==> config.mk <==
export PLATFORM = sky130hd
export DESIGN_NAME = drf_code_loader
export DESIGN_NICKNAME = d
export VERILOG_FILES = /design/src/rtl/drf_loader_pkg.sv /design/src/rtl/drf_uart_rx.sv /design/src/rtl/drf_code_loader.sv
export SDC_FILE = /design/constraint.sdc
export NUM_CORES = 1
export LEC_CHECK = 0
export CAP_MARGIN = 20
export CORE_MARGIN = 2
export CORE_UTILIZATION = 60
export CTS_CLUSTER_DIAMETER = 150
export DETAILED_ROUTE_END_ITERATION = 12
export HOLD_SLACK_MARGIN = 0.02
export PLACE_DENSITY = 0.79
export SLEW_MARGIN = 10
export SYNTH_ARGS = -nofsm -noshare
export SYNTH_HDL_FRONTEND = slang
export SYNTH_HIERARCHICAL = 1
export SYNTH_SLANG_ARGS = --single-unit
==> constraint.sdc <==
create_clock -name clk -period 4.2 [get_ports clk]
set_clock_uncertainty 0.05 [all_clocks]
set_input_delay 0.84 -clock clk [delete_from_list [all_inputs] [get_ports clk]]
set_output_delay 0.84 -clock clk [all_outputs]
set_load 0.005 [all_outputs]
==> src/rtl/drf_loader_pkg.sv <==
// Shared types and constants for the drf serial code loader.
// Frame: A5, LEN_H, LEN_L, N x {hi, lo}, CHK.
package drf_loader_pkg;

  localparam logic [7:0] SYNC_BYTE = 8'hA5;
  localparam int         MAX_WORDS = 512;

  typedef enum logic [2:0] {
    ST_RUN,
    ST_LEN_H,
    ST_LEN_L,
    ST_DATA_HI,
    ST_DATA_LO,
    ST_CHK,
    ST_ERROR
  } ld_state_t;

  typedef enum logic [1:0] {
    RX_IDLE,
    RX_START,
    RX_DATA,
    RX_STOP
  } rx_state_t;

  function automatic logic in_frame(input ld_state_t s);
    return s inside {ST_LEN_H, ST_LEN_L, ST_DATA_HI,
                     ST_DATA_LO, ST_CHK};
  endfunction

endpackage

==> src/rtl/drf_uart_rx.sv <==
// 8N1 UART receiver: 2-FF synchronizer, mid-bit sampling,
// one-cycle rx_valid / rx_ferr pulses.
module drf_uart_rx
  import drf_loader_pkg::*;
#(
  parameter int CLKS_PER_BIT = 434
) (
  input  logic       clk,
  input  logic       rst_n,
  input  logic       uart_rx,
  output logic       rx_valid,
  output logic [7:0] rx_data,
  output logic       rx_ferr
);

  localparam int CW = $clog2(CLKS_PER_BIT);
  localparam logic [CW-1:0] BIT_LAST  = CW'(CLKS_PER_BIT - 1);
  localparam logic [CW-1:0] HALF_LAST = CW'(CLKS_PER_BIT / 2 - 1);

  rx_state_t     st, st_nxt;
  logic          rx_m, rx_s, rx_d;
  logic [CW-1:0] cnt;
  logic [2:0]    bit_idx;
  logic [7:0]    shift;
  logic          fall;
  logic          tick_half;
  logic          tick_bit;

  assign fall      = rx_d & ~rx_s;
  assign tick_half = (cnt == HALF_LAST);
  assign tick_bit  = (cnt == BIT_LAST);

  always_ff @(posedge clk or negedge rst_n) begin
    if (!rst_n) begin
      rx_m <= 1'b1;
      rx_s <= 1'b1;
      rx_d <= 1'b1;
    end else begin
      rx_m <= uart_rx;
      rx_s <= rx_m;
      rx_d <= rx_s;
    end
  end

  always_ff @(posedge clk or negedge rst_n) begin
    if (!rst_n) st <= RX_IDLE;
    else        st <= st_nxt;
  end

  always_comb begin
    st_nxt = st;
    unique case (st)
      RX_IDLE:
        if (fall) st_nxt = RX_START;
      RX_START:
        if (tick_half)
          st_nxt = rx_s ? RX_IDLE : RX_DATA;
      RX_DATA:
        if (tick_bit && bit_idx == 3'd7)
          st_nxt = RX_STOP;
      RX_STOP:
        if (tick_bit) st_nxt = RX_IDLE;
      default:
        st_nxt = RX_IDLE;
    endcase
  end

  // cnt restarts on every state change and every sampled data bit
  always_ff @(posedge clk or negedge rst_n) begin
    if (!rst_n) begin
      cnt     <= '0;
      bit_idx <= '0;
      shift   <= '0;
    end else begin
      if (st == RX_IDLE || st_nxt != st ||
          (st == RX_DATA && tick_bit))
        cnt <= '0;
      else
        cnt <= cnt + 1'b1;

      if (st != RX_DATA)
        bit_idx <= '0;
      else if (tick_bit)
        bit_idx <= bit_idx + 1'b1;

      if (st == RX_DATA && tick_bit)
        shift <= {rx_s, shift[7:1]};
    end
  end

  always_comb begin
    rx_valid = 1'b0;
    rx_ferr  = 1'b0;
    if (st == RX_STOP && tick_bit) begin
      rx_valid = rx_s;
      rx_ferr  = ~rx_s;
    end
  end

  assign rx_data = shift;

endmodule

==> src/rtl/drf_code_loader.sv <==
// UART bootloader for drf_system code memory; holds the CPU
// until a checksum-verified image has been written.
module drf_code_loader
  import drf_loader_pkg::*;
#(
  parameter int CLKS_PER_BIT = 434,
  parameter int TIMEOUT_CLKS = 5_000_000,
  parameter int ADDR_W       = 9,
  parameter int DATA_W       = 16
) (
  input  logic              clk,
  input  logic              rst_n,
  input  logic              uart_rx,
  output logic              cm_we,
  output logic [ADDR_W-1:0] cm_addr,
  output logic [DATA_W-1:0] cm_data,
  output logic              cpu_run,
  output logic              busy,
  output logic              load_ok,
  output logic              load_err
);

  localparam int NW = $clog2(MAX_WORDS + 1);
  localparam int TW = $clog2(TIMEOUT_CLKS + 1);
  localparam logic [TW-1:0] TMO_LAST = TW'(TIMEOUT_CLKS - 1);

  logic        rx_valid;
  logic        rx_ferr;
  logic [7:0]  rx_data;

  ld_state_t   st, st_nxt;
  logic [7:0]  len_h;
  logic [NW-1:0] len;
  logic [NW-1:0] wcnt;
  logic [7:0]  hi;
  logic [7:0]  sum;
  logic [TW-1:0] tmo;
  logic [ADDR_W-1:0] waddr;
  logic [DATA_W-1:0] data_q;
  logic        we_q;
  logic        ok_q;

  logic [15:0] len_req;
  logic        len_bad;
  logic        last_word;
  logic [7:0]  sum_nxt;
  logic        frame;
  logic        tmo_hit;
  logic        start;

  drf_uart_rx #(
    .CLKS_PER_BIT (CLKS_PER_BIT)
  ) u_rx (
    .clk      (clk),
    .rst_n    (rst_n),
    .uart_rx  (uart_rx),
    .rx_valid (rx_valid),
    .rx_data  (rx_data),
    .rx_ferr  (rx_ferr)
  );

  assign frame     = in_frame(st);
  assign len_req   = {len_h, rx_data};
  assign len_bad   = (len_req == 16'd0) ||
                     (len_req > 16'(MAX_WORDS));
  assign last_word = ((wcnt + NW'(1)) == len);
  assign sum_nxt   = sum + rx_data;
  assign tmo_hit   = frame && !rx_valid &&
                     (tmo == TMO_LAST);
  assign start     = (st == ST_RUN || st == ST_ERROR) &&
                     rx_valid && rx_data == SYNC_BYTE;

  always_ff @(posedge clk or negedge rst_n) begin
    if (!rst_n) st <= ST_RUN;
    else        st <= st_nxt;
  end

  always_comb begin
    st_nxt = st;
    unique case (st)
      ST_RUN, ST_ERROR:
        if (start) st_nxt = ST_LEN_H;
      ST_LEN_H:
        if (rx_valid) st_nxt = ST_LEN_L;
      ST_LEN_L:
        if (rx_valid)
          st_nxt = len_bad ? ST_ERROR : ST_DATA_HI;
      ST_DATA_HI:
        if (rx_valid) st_nxt = ST_DATA_LO;
      ST_DATA_LO:
        if (rx_valid)
          st_nxt = last_word ? ST_CHK : ST_DATA_HI;
      ST_CHK:
        if (rx_valid)
          st_nxt = (sum_nxt == 8'h00) ? ST_RUN : ST_ERROR;
      default:
        st_nxt = ST_ERROR;
    endcase
    if (frame && (rx_ferr || tmo_hit))
      st_nxt = ST_ERROR;
  end

  always_ff @(posedge clk or negedge rst_n) begin
    if (!rst_n) begin
      len_h  <= '0;
      len    <= '0;
      wcnt   <= '0;
      hi     <= '0;
      sum    <= '0;
      tmo    <= '0;
      waddr  <= '0;
      data_q <= '0;
      we_q   <= 1'b0;
      ok_q   <= 1'b0;
    end else begin
      we_q <= 1'b0;
      ok_q <= 1'b0;

      if (!frame || rx_valid) tmo <= '0;
      else                    tmo <= tmo + 1'b1;

      if (start) begin
        sum   <= '0;
        wcnt  <= '0;
        waddr <= '0;
      end else if (frame && rx_valid) begin
        sum <= sum_nxt;
      end

      if (st == ST_LEN_H && rx_valid)
        len_h <= rx_data;
      if (st == ST_LEN_L && rx_valid)
        len <= len_req[NW-1:0];
      if (st == ST_DATA_HI && rx_valid)
        hi <= rx_data;

      if (st == ST_DATA_LO && rx_valid) begin
        we_q   <= 1'b1;
        data_q <= DATA_W'({hi, rx_data});
      end

      // address advances once the strobe for this word has gone out
      if (we_q) begin
        waddr <= waddr + 1'b1;
        wcnt  <= wcnt + 1'b1;
      end

      if (st == ST_CHK && st_nxt == ST_RUN)
        ok_q <= 1'b1;
    end
  end

  always_comb begin
    cpu_run  = 1'b0;
    busy     = 1'b0;
    load_err = 1'b0;
    unique case (1'b1)
      st == ST_RUN:   cpu_run  = 1'b1;
      st == ST_ERROR: load_err = 1'b1;
      default:        busy     = 1'b1;
    endcase
  end

  assign cm_we   = we_q;
  assign cm_addr = waddr;
  assign cm_data = data_q;
  assign load_ok = ok_q;

endmodule

==> impl_metrics.json <==
{
  "status": "finished clean",
  "clock_latency_ns": 0.53,
  "tightest_slew_ns": 0.933,
  "synthTopCellsByCount": "119 x dfrtp_1, 55 x nand2_1, 40 x nor2_1",
  "syn_area_per_cell_sq_um": 10.7,
  "fin_nets": 635,
  "start_util": 0.611,
  "utilization": 0.711,
  "synthFlopType": "dfrtp_1",
  "setup_violations": 0,
  "grt_max_degree": 64,
  "period_share": 0.855,
  "grt_pass1_vias": 4650,
  "firstDrtPassIters": 5,
  "synth_top_area_frac": 0.477,
  "grt-ovfl-total": 0,
  "critical_path_class": "reg -> reg",
  "path_cells": "inv_1, ha_1, and4b_1, nand2_1, nor3_1, inv_1, nor4_2, mux2_2",
  "tns_ns": 0,
  "ys_types": 67,
  "drc": 0,
  "root_buffer": "clkbuf_8",
  "htree_levels": 4,
  "cp_max_fo": 8,
  "dp.cells": 733,
  "holdWs_ns": 0.305,
  "ys_ff_latch": 122,
  "synth_seq_area_share": 0.489,
  "synthTopCellsByArea": "dfrtp_1 48%, mux2_2 6.3%, xor2_1 3.6%, nand2_1 3.3%, xnor2_1 3.1%",
  "netlist_instances": 585,
  "wl_mm": 13.5,
  "portBuffers": 32,
  "grt.total_usage": 0.259,
  "pin_count": 33,
  "crit_path_max_incr_delay_ns": 0.84,
  "cts.sinks": 122,
  "final_cells": 764,
  "die-area_sq_mm": 0.0112,
  "min_path_type": "reg -> reg",
  "hold_buffers": 0,
  "diodes": 0,
  "regToRegSetupSlack_ns": 0.61,
  "syn_area_sq_mm": 0.00625,
  "final_antenna_net_count": 0,
  "via_per_inst": 6.14,
  "cpMostUsedCell": "inv_1",
  "ys_warn_count": 6,
  "grt_pass1_wl_mm": 22.9,
  "critPathCaptureType": "flop",
  "dr_total_vias": 4693,
  "fin_crit_ns": 3.59,
  "crit_start": "u_rx/cnt[1]",
  "num_rows": 37,
  "path_clk_slew_ns": 0.06,
  "cts_resized": 0,
  "postCtsSetupRepairBufs": 0,
  "dieHeight_microns": 106,
  "rr_startpoint": "u_rx/cnt[1]",
  "cpMaxStageDelayCell": "nor4_2",
  "critPathRequiredTime_ns": 4.56,
  "dp_worst_setup_slack_ns": 0.642,
  "drive_above_1_share": 0.140,
  "min-delay-start": "u_rx/rx_m",
  "rsz0062_at_grt": "no",
  "wire_per_inst_microns": 17.6,
  "syn2layout_area_growth_pct": 16.3,
  "stdcell_area_sq_mm": 0.00727,
  "max_freq_ghz": 0.279,
  "cp-start-kind": "flop",
  "slew_headroom": 0.373,
  "p_leak_nw": 3.31,
  "crit_family": "simple AND/OR/NAND/NOR gates",
  "dieWidth_microns": 106,
  "drt_iter0_markers": 310,
  "routabilityCongestion": 0.908,
  "maxCapViolations": 0,
  "antenna_found_initial": 0,
  "core_sq_mm": 0.0102,
  "slew_viol_final": 0,
  "hold_viol_final": 0,
  "cp_data_arrival_time_ns": 3.95,
  "peakVddDrop_mv": 0.448,
  "synth_edf_count": 0,
  "cts_buffers": 17,
  "place_area_sq_mm": 0.00666,
  "layout_setup_ws_ns": 0.610,
  "synthArstFlopShare": 1.00,
  "crit_buf_inv": 2,
  "p_total_mw": 2.89,
  "yosysMostFrequentCell": "dfrtp_1",
  "synth_nets": 604,
  "cts_max_path_buffers": 2,
  "synth_top_cell_by_area": "dfrtp_1",
  "dp.final_hpwl_mm": 9.03,
  "power_density_mw_per_mm2": 398,
  "cts_tree": "done"
}
cell usage in the layout, fill, tap and decap left out, types with 3 or more instances in the layout:
master	synthesis	final
or3_1	13	13
bufinv_16	0	4
or4_1	4	4
clkinv_2	0	3
clkdlybuf4s50_1	0	31
clkbuf_16	0	16
o21ai_0	25	25
nor4_1	6	6
xor2_1	26	26
and4_1	5	5
mux2_2	35	35
nand2_1	55	55
mux2_4	8	8
dfrtp_1	119	119
a22oi_1	6	6
inv_1	17	17
nand2b_1	6	6
nand3_1	26	26
dfstp_2	3	3
nor2_1	40	40
and3_1	12	12
a21oi_1	19	19
o22ai_1	3	3
nor2b_1	5	5
ha_1	15	15
a31oi_1	7	7
xnor2_1	22	22
a22o_1	18	18
nor3_1	11	11
nand4_1	11	11
clkinv_4	0	3
cells by family (layout without fill, tap and decap cells):
group	count (synthesis)	after routing	synth area share
AOI/OAI and AO/OA	103	103	0.112
and+or+nand+nor	210	210	0.182
adders and majority gates	16	16	0.0332
muxes	46	46	0.0891
buffers and inverters	40	83	0.0268
xor gates and xnor gates	48	48	0.0673
DFF	122	122	0.489
worst reg2reg max path, cell delays in order, from the launching register on:
cell and delay [ns]:
dfrtp_1 0.40, inv_1 0.09, ha_1 0.21, and4b_1 0.30
nand2_1 0.11, nor3_1 0.76, inv_1 0.30, nor4_2 0.84
mux2_2 0.42
final timing paths:
check	endpoint	cells after the start
max reg2reg	len_h[5]	8
min	u_rx/rx_s	0
min reg2reg	u_rx/rx_s	0
max in group asynchronous	tmo[10]	2
max	len_h[5]	8
min in group asynchronous	u_rx/rx_data[2]	1
power by group:
group          switching [mW]  internal, mW
clock network           0.517         0.977
registers              0.0572          1.21
logic                  0.0688        0.0597
total                   0.643          2.25
flip-flops by register name (all words and copies together), names as in the netlist, 2 cells and up:
| name | count |
|---|---|
| u_rx/cnt | 9 |
| u_rx/st | 2 |
| st | 3 |
| u_rx/bit_idx | 3 |
| tmo | 23 |
| len | 10 |
| wcnt | 10 |
| cm_data | 16 |
| cm_addr | 9 |
| u_rx/rx_data | 8 |
| len_h | 8 |
| hi | 8 |
| sum | 8 |
routing by layer:
layer / vias to the layer above / part of all wire / track usage
met3: 21 / 0.056 / 0.0668
met2: 149 / 0.50 / 0.418
met1: 2344 / 0.43 / 0.350
li1: 2179 / - / -
met4: 0 / 0.014 / 0.0752
met5: - / 0 / 0
layout make-up:
| cell class | instances | area (sq um) |
|---|---|---|
| Multi-Input combinational cell | 423 | 3020 |
| Sequential cell | 122 | 3060 |
| Clock buffer | 20 | 435 |
| Timing Repair Buffer | 34 | 345 |
| Tap cell | 136 | 170 |
| Inverter | 18 | 67.6 |
| Fill cell | 717 | 2960 |
| Clock inverter | 11 | 170 |
No activity file was read; power rests on OpenSTA's default activity.
